File: src/rtl/pipe_pkg.sv
// ---------------------------------------------------------------------------
// pipe_pkg
// Shared definitions for the generic pipeline stage register:
//   - stage_state_e : occupancy state of a stage (EMPTY / BUSY / FULL)
//   - PIPE_DATA_W / PIPE_CTRL_W : default payload and control widths
//   - per-stage control bundles (ex_ctrl_t, mem_ctrl_t, wb_ctrl_t); callers
//     build one of these and cast it into the stage's in_ctrl port
//   - stage_state() : derives the occupancy state from the two valid bits
// ---------------------------------------------------------------------------
package pipe_pkg;

  localparam int PIPE_DATA_W = 128;
  localparam int PIPE_CTRL_W = 16;

  typedef enum logic [1:0] {
    ST_EMPTY = 2'd0,  // main entry invalid
    ST_BUSY  = 2'd1,  // main valid, skid invalid
    ST_FULL  = 2'd2   // main and skid both valid
  } stage_state_e;

  // ID/EX control bundle (16 bits, all-zero is a NOP).
  typedef struct packed {
    logic [4:0] rsvd;
    logic       jump;
    logic       branch;
    logic       reg_wr;
    logic       mem_wr;
    logic       mem_rd;
    logic [1:0] src_sel;
    logic [3:0] alu_op;
  } ex_ctrl_t;

  // EX/MEM control bundle (16 bits).
  typedef struct packed {
    logic [10:0] rsvd;
    logic [1:0]  size;
    logic        reg_wr;
    logic        mem_wr;
    logic        mem_rd;
  } mem_ctrl_t;

  // MEM/WB control bundle (16 bits).
  typedef struct packed {
    logic [13:0] rsvd;
    logic        mem_to_reg;
    logic        reg_wr;
  } wb_ctrl_t;

  // The two entry valid bits fully encode the stage occupancy.
  function automatic stage_state_e stage_state(input logic main_valid,
                                               input logic skid_valid);
    if (skid_valid) return ST_FULL;
    if (main_valid) return ST_BUSY;
    return ST_EMPTY;
  endfunction

endpackage

File: src/rtl/pipe_entry_reg.sv
// ---------------------------------------------------------------------------
// pipe_entry_reg
// One pipeline entry: a valid bit plus payload and control registers.
//   clk, reset : clock and synchronous active-high reset
//   valid_i    : next value of the valid bit (written every cycle)
//   load_i     : capture data_i / ctrl_i this cycle
//   data_i     : payload to capture
//   ctrl_i     : control bundle to capture
//   valid_o    : entry holds a live beat
//   data_o     : held payload (kept across invalidation)
//   ctrl_o     : held control bundle (kept across invalidation)
// ---------------------------------------------------------------------------
module pipe_entry_reg
  import pipe_pkg::*;
#(
  parameter int DATA_W = PIPE_DATA_W,
  parameter int CTRL_W = PIPE_CTRL_W
) (
  input  logic              clk,
  input  logic              reset,
  input  logic              valid_i,
  input  logic              load_i,
  input  logic [DATA_W-1:0] data_i,
  input  logic [CTRL_W-1:0] ctrl_i,
  output logic              valid_o,
  output logic [DATA_W-1:0] data_o,
  output logic [CTRL_W-1:0] ctrl_o
);

  logic              valid_q;
  logic [DATA_W-1:0] data_q;
  logic [CTRL_W-1:0] ctrl_q;

  // NOTE: state registers use non-blocking assignments so every flop samples
  // the pre-edge values, independent of block evaluation order.
  always_ff @(posedge clk) begin
    if (reset) begin
      valid_q <= 1'b0;
      // NOTE: the payload is reset as well because the stage output must read
      // zero after reset; outside reset it only changes on load.
      data_q  <= '0;
      ctrl_q  <= '0;
    end else begin
      valid_q <= valid_i;
      if (load_i) begin
        data_q <= data_i;
        ctrl_q <= ctrl_i;
      end
    end
  end

  assign valid_o = valid_q;
  assign data_o  = data_q;
  assign ctrl_o  = ctrl_q;

endmodule

File: src/rtl/pipe_stage_skid.sv
// ---------------------------------------------------------------------------
// pipe_stage_skid
// Generic pipeline stage register with valid/ready handshake, optional
// 2-entry skid buffer, flush, and a saturating bubble counter.
//   clk        : clock, all state updates on the rising edge
//   reset      : synchronous active-high reset
//   flush      : kill held entries and any beat accepted this cycle
//   in_valid   : upstream beat present
//   in_ready   : stage can accept a beat (registered when SKID=1)
//   in_data    : upstream payload
//   in_ctrl    : upstream control bundle
//   out_valid  : stage holds a live beat
//   out_ready  : downstream accepts the beat
//   out_data   : head payload
//   out_ctrl   : head control bundle, zero while out_valid=0
//   bubble_clr : synchronous clear of bubble_cnt
//   bubble_cnt : saturating count of cycles with out_valid=0
// ---------------------------------------------------------------------------
module pipe_stage_skid
  import pipe_pkg::*;
#(
  parameter int DATA_W = PIPE_DATA_W,
  parameter int CTRL_W = PIPE_CTRL_W,
  parameter int SKID   = 1,
  parameter int CNT_W  = 16
) (
  input  logic              clk,
  input  logic              reset,
  input  logic              flush,
  input  logic              in_valid,
  output logic              in_ready,
  input  logic [DATA_W-1:0] in_data,
  input  logic [CTRL_W-1:0] in_ctrl,
  output logic              out_valid,
  input  logic              out_ready,
  output logic [DATA_W-1:0] out_data,
  output logic [CTRL_W-1:0] out_ctrl,
  input  logic              bubble_clr,
  output logic [CNT_W-1:0]  bubble_cnt
);

  localparam logic [CNT_W-1:0] CNT_MAX = '1;

  logic              main_valid;
  logic [DATA_W-1:0] main_data;
  logic [CTRL_W-1:0] main_ctrl;
  logic              skid_valid;
  logic [DATA_W-1:0] skid_data;
  logic [CTRL_W-1:0] skid_ctrl;

  logic              in_fire;
  logic              out_fire;
  stage_state_e      state;
  stage_state_e      state_d;
  logic              main_load;
  logic              main_from_skid;
  logic              skid_load;
  logic [DATA_W-1:0] main_data_d;
  logic [CTRL_W-1:0] main_ctrl_d;

  assign in_fire  = in_valid & in_ready;
  assign out_fire = main_valid & out_ready;
  assign state    = stage_state(main_valid, skid_valid);

  // Next-state and load-enable decode. The entries' valid bits are the only
  // state storage; state_d is turned back into valid bits below.
  always_comb begin
    // NOTE: every signal written here gets a default first so no path leaves
    // it unassigned, which would otherwise infer a latch.
    state_d        = state;
    main_load      = 1'b0;
    main_from_skid = 1'b0;
    skid_load      = 1'b0;
    case (state)
      ST_EMPTY: begin
        if (in_fire) begin
          state_d   = ST_BUSY;
          main_load = 1'b1;
        end
      end
      ST_BUSY: begin
        if (in_fire && out_fire) begin
          main_load = 1'b1;
        end else if (out_fire) begin
          state_d = ST_EMPTY;
        end else if (in_fire && SKID != 0) begin
          // Downstream stalled while a new beat arrived: park it in skid.
          state_d   = ST_FULL;
          skid_load = 1'b1;
        end
      end
      ST_FULL: begin
        if (out_fire) begin
          state_d        = ST_BUSY;
          main_load      = 1'b1;
          main_from_skid = 1'b1;
        end
      end
      default: state_d = ST_EMPTY;
    endcase

    // Flush drops everything, including a beat accepted this cycle. Loads are
    // suppressed so the held payload keeps its old value.
    if (flush) begin
      state_d   = ST_EMPTY;
      main_load = 1'b0;
      skid_load = 1'b0;
    end
  end

  assign main_data_d = main_from_skid ? skid_data : in_data;
  assign main_ctrl_d = main_from_skid ? skid_ctrl : in_ctrl;

  pipe_entry_reg #(
    .DATA_W (DATA_W),
    .CTRL_W (CTRL_W)
  ) u_main (
    .clk     (clk),
    .reset   (reset),
    .valid_i (state_d != ST_EMPTY),
    .load_i  (main_load),
    .data_i  (main_data_d),
    .ctrl_i  (main_ctrl_d),
    .valid_o (main_valid),
    .data_o  (main_data),
    .ctrl_o  (main_ctrl)
  );

  generate
    if (SKID != 0) begin : g_skid
      logic in_ready_q;

      pipe_entry_reg #(
        .DATA_W (DATA_W),
        .CTRL_W (CTRL_W)
      ) u_skid (
        .clk     (clk),
        .reset   (reset),
        .valid_i (state_d == ST_FULL),
        .load_i  (skid_load),
        .data_i  (in_data),
        .ctrl_i  (in_ctrl),
        .valid_o (skid_valid),
        .data_o  (skid_data),
        .ctrl_o  (skid_ctrl)
      );

      // Registered copy of !skid_valid: breaks the combinational ready path
      // from downstream to upstream.
      always_ff @(posedge clk) begin
        if (reset) begin
          in_ready_q <= 1'b1;
        end else begin
          in_ready_q <= (state_d != ST_FULL);
        end
      end

      assign in_ready = in_ready_q;
    end else begin : g_no_skid
      assign skid_valid = 1'b0;
      assign skid_data  = '0;
      assign skid_ctrl  = '0;
      // Single entry: accept when empty or when the head leaves this cycle.
      assign in_ready   = ~main_valid | out_ready;
    end
  endgenerate

  // Bubble counter: clear wins over increment; saturates instead of wrapping.
  logic [CNT_W-1:0] bubble_cnt_q;
  logic [CNT_W-1:0] bubble_cnt_d;

  always_comb begin
    bubble_cnt_d = bubble_cnt_q;
    if (bubble_clr) begin
      bubble_cnt_d = '0;
    end else if (!main_valid && bubble_cnt_q != CNT_MAX) begin
      bubble_cnt_d = bubble_cnt_q + CNT_W'(1);
    end
  end

  always_ff @(posedge clk) begin
    if (reset) begin
      bubble_cnt_q <= '0;
    end else begin
      bubble_cnt_q <= bubble_cnt_d;
    end
  end

  assign out_valid  = main_valid;
  assign out_data   = main_data;
  // Output gating keeps the control bundle a NOP while no beat is live.
  assign out_ctrl   = main_valid ? main_ctrl : '0;
  assign bubble_cnt = bubble_cnt_q;

endmodule

File: config.mk
export PLATFORM = sky130hd
export DESIGN_NAME = pipe_stage_skid
export DESIGN_NICKNAME = d
export VERILOG_FILES = /design/src/rtl/pipe_pkg.sv /design/src/rtl/pipe_entry_reg.sv /design/src/rtl/pipe_stage_skid.sv
export SDC_FILE = /design/constraint.sdc
export NUM_CORES = 1
export LEC_CHECK = 0
export CORE_ASPECT_RATIO = 1.75
export CORE_UTILIZATION = 53
export DETAILED_ROUTE_END_ITERATION = 16
export PLACE_DENSITY = 0.85
export SYNTH_ARGS = -nofsm -noshare
export SYNTH_HDL_FRONTEND = slang
export SYNTH_SLANG_ARGS = --single-unit
File: constraint.sdc
create_clock -name clk -period 3.1 [get_ports clk]
set_clock_uncertainty 0.2 [all_clocks]
set_input_delay 0.465 -clock clk [delete_from_list [all_inputs] [get_ports clk]]
set_output_delay 0.465 -clock clk [all_outputs]
set_load 0.05 [all_outputs]
==> results of run 1 <==
[cell usage in the layout (no fill, tap or decap), types with 3 or more instances in the layout]
master and count:
clkbuf_1 6, clkbuf_16 27, nor2_1 150, buf_4 11, bufinv_16 3, buf_12 12
o211ai_1 3, nand2_1 298, a211oi_1 144, o21ai_0 7, nor2b_1 3, mux2i_1 145
a21oi_1 152, clkdlybuf4s50_1 307, nand4_1 3, dfxtp_1 306, clkbuf_8 9, and4_1 4
nand3_1 5, a31oi_1 4, or3_1 7, and2_1 17, diode_2 6
[kinds of logic (layout without fill, tap and decap cells)]
logic type                 after synthesis  in the layout  share of synthesized area
and+or+nand+nor                        503            503                      0.167
AOI/OAI and AO/OA                      321            321                      0.167
DFF                                    307            307                      0.503
muxes                                  145            145                      0.119
buffers and inverters                  119            380                     0.0423
xor gates and xnor gates                 2              2                    0.00143
adders and majority gates                1              1                    0.00102
other                                    0              6                          0
[state kept, by name, summed over array words and instances (netlist names)]
signal	count
g_skid.u_skid.data_o	128
u_main.data_o	128
bubble_cnt	16
g_skid.u_skid.ctrl_o	16
u_main.ctrl_o	16
g_skid.u_skid.valid_o	1
in_ready	1
u_main.valid_o	1
[final timing paths]
kind / to / slack, ns / cells past startpoint / from
max: out_ctrl[6] / 0.21 / 2 / u_main.valid_o
min: u_main.ctrl_o[5] / 0.18 / 2 / reset
max reg2reg: u_main.data_o[79] / 0.58 / 6 / u_main.valid_o
min reg2reg: g_skid.u_skid.data_o[115] / 0.25 / 2 / g_skid.u_skid.data_o[115]
[power by group]
part	switching, µW	total [µW]	leakage, µW	internal (µW)
registers	88.2	4180	0.00250	4100
logic	829	1360	0.00368	531
clock network	1430	3470	0.000452	2040
total	2350	9010	0.00664	6670
[through the flow]
stage | total power, µW | hold WS (ns)
2_1_floorplan | 5050 | 0.236
3_3_place_gp | 5590 | 0.240
3_5_place_dp | 5620 | 0.246
4_1_cts | 9080 | 0.159
5_1_grt | 9320 | 0.187
6_report | 9010 | 0.177
[layer usage]
layer,vias up,part of all wire
met4,0,0.067
li1,5318,-
met3,118,0.068
met2,352,0.51
met5,-,0
met1,5064,0.35
[cell type report]
| class | count | area [µm²] |
|---|---|---|
| antenna | 6 | 15.0 |
| clock buffer | 41 | 808 |
| clock inverter | 6 | 109 |
| fill | 1747 | 6190 |
| inverter | 2 | 7.51 |
| multi-input combinational | 972 | 5590 |
| sequential | 307 | 6150 |
| tap | 300 | 375 |
| timing repair buffer | 331 | 3410 |
[what timing repair did]
item | in CTS | in global routing
setup endpoints to repair | 14 | 0
resized for setup | 1 | 0
endpoints found under the hold margin | 0 | 0
==> results_dict.tcl, run 1 <==
set metrics [dict create \
    status "complete, no violations" \
    final.setup.tns_ns 0 \
    nNetsFinal 1792 \
    grt-ovfl-total 0 \
    met3_usage 0.0657 \
    port_buffers 311 \
    ys_warn_count 0 \
    grt_pass1_vias 10883 \
    first_pass_iters 5 \
    synthTopCellsByArea "dfxtp_1 (50%), mux2i_1 (12%), nand2_1 (9.2%), a211oi_1 (8.8%), a21oi_1 (6.2%)" \
    rsz0062_at_grt "false" \
    grt_usage 0.276 \
    path_clk_slew_ns 0.07 \
    crit_buf_inv 1 \
    synth_most_common_cell "dfxtp_1" \
    via_per_inst 5.52 \
    wire_per_inst_um 16.9 \
    ys_ff_latch 307 \
    synth_area_leader_cell "dfxtp_1" \
    hpwl_um 21600 \
    synth_top_area_frac 0.503 \
    critPathTopFamily "buffers and inverters" \
    ys_async_sr_fraction 0 \
    end_kind "output port" \
    worstPathMaxFanout 23 \
    pin_count 312 \
    ir_drop_mv 0.502 \
    clkLatencyLatePin_ns 0.54 \
    grt_max_degree 143 \
    worst-setup-path-type "register to output port" \
    final_antenna_net_count 0 \
    hold_viol 0 \
    min_period_ns 2.89 \
    synth_nets 1549 \
    die_area_mm2 0.0237 \
    synth-edff-count 0 \
    setup_viol 0 \
    pre_cts_ws_ns 0.281 \
    required_ns 2.43 \
    worstPathArrival_ns 2.23 \
    setup_ws_ns 0.207 \
    drc 0 \
    relSlewSlack 0.563 \
    cp_slowest_cell "clkdlybuf4s50_1" \
    fin_crit_sh 0.933 \
    max_stage_delay_ns 0.81 \
    syn_to_final_growth_pct 34.6 \
    grt_pass1_wl_um 52300 \
    cp-start-kind "register" \
    leakagePower_uw 0.00664 \
    post_cts_buffers 0 \
    stdcell_count 1965 \
    placementRows 73 \
    syn_avg_cell_area_um2 8.74 \
    place_area_mm2 0.0155 \
    gr-usage-met1 0.274 \
    cts_hold_buf 0 \
    yosysUniqueCellTypes 42 \
    ys_seq_area_frac 0.503 \
    htree_levels 1 \
    die_w_um 117 \
    cts-root-buf "clkbuf_16" \
    cts_tree "built" \
    use_met2 0.495 \
    synthTopCellsByCount "dfxtp_1 (307), nand2_1 (298), a21oi_1 (152), nor2_1 (150), mux2i_1 (145)" \
    final_util 0.727 \
    cts_sinks 307 \
    drive_gt1_frac 0.0440 \
    cts_buffers 27 \
    vias 10852 \
    core_mm2 0.0227 \
    cap_violations 0 \
    netlist_area_mm2 0.0122 \
    stdcell_area_mm2 0.0165 \
    crit_chain "and2_1 > clkdlybuf4s50_1" \
    min-delay-path-class "input pin to register" \
    wl_um 33200 \
    drt_iter0_drc 703 \
    synthFlopType "dfxtp_1" \
    ctsLongestPathBuffers 3 \
    fmax_mhz 346 \
    gp_congestion 0.897 \
    max_slew.worst_pin.slew_ns 0.654 \
    placed_cells 1912 \
    die-height_um 203 \
    slew_viol_final 0 \
    syn_inst 1398 \
    initial_core_util 0.540 \
    p_per_area_mw_per_mm2 548 \
    antenna_found_initial 6 \
    busiest_layer "met2" \
]
No activity file was read; power rests on OpenSTA's default activity.
==> inputs of run 2 (changes only) <==
- CORE_ASPECT_RATIO: 1.75 -> unset
- SKIP_LAST_GASP: unset -> 1
==> results_dict.tcl, run 2 (same netlist as run 1, synthesis figures left out) <==
set metrics [dict create \
    worstPathMaxFanout 6 \
    cts_hold_buf 0 \
    ir_drop_mv 0.657 \
    relSlewSlack 0.572 \
    crit_chain "clkdlybuf4s50_1" \
    min-delay-path-class "input pin to register" \
    port_buffers 311 \
    die_area_mm2 0.0237 \
    initial_core_util 0.540 \
    grt_max_degree 134 \
    cp_slowest_cell "clkdlybuf4s50_1" \
    layout_commonest_cell "dfxtp_1" \
    holdPathStages 2 \
    cts_buffers 31 \
    hpwl_um 20400 \
    fin_crit_sh 0.823 \
    worst-setup-path-type "register to output port" \
    hold_viol 0 \
    cp.depth 1 \
    final.setup.tns_ns 0 \
    final_util 0.732 \
    post_cts_buffers 0 \
    path_clk_slew_ns 0.06 \
    via_per_inst 5.52 \
    max_stage_delay_ns 0.86 \
    final_antenna_net_count 0 \
    core_mm2 0.0226 \
    pin_count 312 \
    status "complete, no violations" \
    cts_resized 0 \
    cts_sinks 307 \
    syn_to_final_growth_pct 35.6 \
    cp-start-kind "register" \
    critPathTopFamily "buffers and inverters" \
    required_ns 2.43 \
    cts_tree "built" \
    die-height_um 154 \
    ff2ff_path_depth 7 \
    p_per_area_mw_per_mm2 564 \
    wl_um 31700 \
    leakagePower_uw 0.00677 \
    grt_pass1_wl_um 50500 \
    end_kind "output port" \
    cap_violations 0 \
    gp_congestion 0.820 \
    fmax_mhz 392 \
    slew_viol_final 0 \
    placementRows 55 \
    layout_common_cells "dfxtp_1 (307), nand2_1 (298), clkdlybuf4s50_1 (293), a21oi_1 (152), nor2_1 (150)" \
    drc 0 \
    cts-root-buf "clkbuf_16" \
    nNetsFinal 1799 \
    worstPathArrival_ns 1.89 \
    die_w_um 154 \
    first_pass_iters 5 \
    rsz0062_at_grt "false" \
    antenna_found_initial 2 \
    max_slew.worst_pin.slew_ns 0.639 \
    ctsLongestPathBuffers 3 \
    wire_per_inst_um 16.2 \
    vias 10811 \
    crit_buf_inv 1 \
    holdWs_ns 0.251 \
    htree_levels 1 \
    setup_viol 0 \
    grt_usage 0.259 \
    drt_iter0_drc 522 \
    grt-ovfl-total 0 \
    drive_gt1_frac 0.0622 \
    min_period_ns 2.55 \
    grt_pass1_vias 10174 \
    clkLatencyLatePin_ns 0.55 \
]
-- run 2: layout make-up --
cell class / instances / area (µm²)
diodes: 2 / 5.00
clock buffers: 36 / 835
clock inverters: 21 / 215
fillers: 1650 / 6070
inverters: 2 / 7.51
multi-input cells: 972 / 5590
flip-flops and latches: 307 / 6150
well taps: 285 / 357
repair buffers: 334 / 3420
-- run 2: routing by layer --
metal,GRT usage,up-vias,part of all wire
li1,-,5346,-
met1,0.308,5049,0.40
met2,0.436,353,0.47
met3,0.0902,63,0.097
met4,0.0848,0,0.030
met5,0,-,0
-- run 2: final timing paths --
kind	start	endpoint	slack [ns]
max	bubble_cnt[0]	bubble_cnt[0]	0.55
min	reset	g_skid.u_skid.data_o[10]	0.25
max reg2reg	u_main.valid_o	u_main.data_o[69]	0.62
min reg2reg	g_skid.u_skid.ctrl_o[1]	g_skid.u_skid.ctrl_o[1]	0.25
-- run 2: through the flow --
stage | worst slack (ns) | total power [µW] | std cells | cell area (µm²)
floorplan | 0.633 | 5050 | 1398 | 12200
global placement | 0.370 | 5600 | 1900 | 15500
detailed placement | 0.280 | 5620 | 1900 | 15500
CTS | 0.541 | 9440 | 1957 | 16600
global route | 0.446 | 9690 | 1959 | 16600
finish | 0.548 | 9340 | 1959 | 16600
-- run 2: where the power goes --
part	switching, µW	internal [µW]
combinational	831	532
clock	1550	2250
sequential	80.9	4100
==> variant: new RTL, settings of run 1 <==
The package constant `PIPE_DATA_W` goes from 128 to 256.
--- a/src/rtl/pipe_pkg.sv
+++ b/src/rtl/pipe_pkg.sv
@@ -9,7 +9,7 @@
 // ---------------------------------------------------------------------------
 package pipe_pkg;
 
-  localparam int PIPE_DATA_W = 128;
+  localparam int PIPE_DATA_W = 256;
   localparam int PIPE_CTRL_W = 16;
 
   typedef enum logic [1:0] {
Interface: changed (resized in_data and out_data); port bits go from 312 to 568. No check against the original RTL was run, so the function may have changed too.
==> variant against run 1 <==
- via count up 100%
- setup slack gained 0.056 ns
- highest routed layer unchanged
- utilization grew 0.78 points
- critical endpoint is now out_ctrl[5]
- power up 86%
- final area increased by 82%
- combinational power grew 92%
- sequential cell count grew 256
- die area grew 78%
- non-clock buffer count up 309
- wire length up 120%
- largest cell class unchanged
- sequential power increased by 84%
- synthesized area up 79%
==> variant: results (changes against run 1) <==
- On the critical path, the stage with the largest delay is an instance of sky130_fd_sc_hd__clkdlybuf4s50_1.
- The clock tree root buffer cell is sky130_fd_sc_hd__clkbuf_16.
- The count of yosys warnings during synthesis came to 0 (unchanged).
- The number of antenna violations at the first check in global routing is 14 (+8).
- The pin count of the biggest net entering global routing is 136 (-4.9%).
- The start point of the worst hold path is reset.
- The routed via count divided by cell count is 5.72 (+3.6%).
- The depth of the CTS H-tree is 2 (+1).
- The number of nets with antenna violations after routing came to 0 (unchanged).
- The proportion of synthesized flip-flops having asynchronous set or reset is 0% (unchanged).
- The largest driver fanout on the critical path is 20 (-13%).
- The critical path launch point type is a flip-flop.
- The number of DRC markers after the initial detailed-route iteration is 1734 (+150%).
- The class of the worst hold path is primary input to flip-flop.
- The total global-route track usage is 33.3% (+5.6 points).
- The number of port buffers is 567 (+82%).
- The number of setup buffers added after CTS is 0 (unchanged).
- The total wire length after detailed routing is 71800 µm (+120%).
- The maximum clock insertion buffer count is 3 (unchanged).
- The final global-route overflow total came to 0 (unchanged).
- The placed cell area was 28100 µm² (+81%).
- The clock-pin slew of the registers on the worst-case setup and hold paths is 0.07 ns (about the same).
- The delay of the slowest cell on the worst path is 0.86 ns (+0.05 ns).
- The max-slew headroom at the worst pin is 53.7% (-2.5 points).
- The dominant delay contributor by cell family on the critical path is buffers and inverters.
- The number of CTS-inserted buffers is 49 (+81%).
- The max-cap check violation count came to 0 (unchanged).
- The data arrival time of the critical path is 2.17 ns (-0.06 ns).
- The commonest cells after synthesis are sky130_fd_sc_hd__nand2_1, sky130_fd_sc_hd__dfxtp_1, sky130_fd_sc_hd__a21oi_1, sky130_fd_sc_hd__nor2_1, sky130_fd_sc_hd__a311oi_1.
- The source-to-sink clock delay at the later pin of the worst-skew pair is 0.57 ns (+0.03 ns).
- The share of final-layout standard cells stronger than drive strength 1 is 5.17% (+0.77 points).
- Yosys attributes the largest share of cell area to sky130_fd_sc_hd__dfxtp_1, sky130_fd_sc_hd__nand2_1, sky130_fd_sc_hd__a311oi_1, sky130_fd_sc_hd__a21oi_1, sky130_fd_sc_hd__nor2_1.
- The net switching power of the design is 0.00449 W (+91%).
- The number of nets in the finished design came to 3546 (+98%).
- The first-pass GRT wire length came to 113000 µm (+120%).
- The worst voltage drop across the vdd grid is 458 µV (-8.6%).
- The post-synth net total is 3102 (+100%).
- The leakage power summed over all cells is 10.6 nW (+59%).
- The layout filler cell count is 2985 (+71%).
- The weighted congestion reported at the end of routability-driven placement was 0.919 (+2.5%).
- The flow ran to the end, and the final reports show no timing, DRC or antenna violations.
- The number of unique standard cell types used by synthesis was 37 (-12%).
- The estimated wirelength of the detail-placed design is 48500 µm (+120%).
- The startpoint of the worst register-to-register path is u_main.valid_o.
- The via count of the first global-routing pass is 21700 (+99%).
- The detailed-router iteration count before antenna repair is 7 (+2).
- The number of instances resized during post-cts repair was 0 (-1).
- The sequential area share after synthesis is 51.6% (+1.3 points).
variant: cell count changes in the layout (fill, tap and decap cells not counted), sizes merged, moves of 8 or more:
cell	change
a211oi	-143
mux2i	-145
clkbuf	+34
buf	+60
diode	+8
nand2	+794
clkdlybuf4s50	+250
nor2	+126
a21oi	+134
dfxtp	+256
a311oi	+273
variant: cell type report:
class	count	area, µm²	area share (%)
Inverter	3	11.3	0.0377
Clock inverter	14	201	0.674
Sequential cell	563	11300	37.7
Tap cell	550	688	2.30
Timing Repair Buffer	640	6620	22.1
Antenna cell	14	35.0	0.117
Clock buffer	76	1520	5.09
Multi-Input combinational cell	2010	9550	31.9
variant: through the flow:
step	utilization, %	power [W]	instances	setup WS (ns)
after floorplan	-	0.00929	2823	0.680
after global placement	69.1	0.0104	3766	0.233
after detailed placement	69.1	0.0104	3766	0.0884
after CTS	73.3	0.0168	3856	0.0516
after global routing	73.4	0.0173	3870	0.233
final	73.4	0.0168	3870	0.263
variant: kinds of logic after synthesis:
family                     synth area share (%)
and+or+nand+nor                            25.2
adders and majority gates                0.0572
xor gates and xnor gates                 0.0401
DFF                                        51.6
buffers and inverters                      4.95
AOI/OAI and AO/OA                          18.2
variant: final timing paths:
check	slack [ns]	end	cells after the start
setup / recovery	0.26	out_ctrl[5]	2
setup reg to reg	0.42	u_main.data_o[229]	7
hold reg to reg	0.26	g_skid.u_skid.data_o[135]	2
hold / removal	0.16	g_skid.u_skid.data_o[209]	2
variant: layer usage:
layer  vias up  wire [µm]  GRT usage (%)  part of all wire, %
li1      10400          -              -                    -
met3       308       5540           8.52                  7.7
met4         0       6160           26.4                  8.6
met1     10400      24800           34.2                   34
met2      1008      35400           56.9                   49
met5         -          0              0                    0
variant: power by group through the flow:
| stage | clock network, W | logic [W] | registers (W) |
|---|---|---|---|
| after floorplan | 0 | 0.000656 | 0.00864 |
| after global placement | 0 | 0.00254 | 0.00784 |
| after detailed placement | 0 | 0.00258 | 0.00785 |
| after CTS | 0.00654 | 0.00260 | 0.00769 |
| after global routing | 0.00683 | 0.00274 | 0.00771 |
| final | 0.00649 | 0.00261 | 0.00769 |
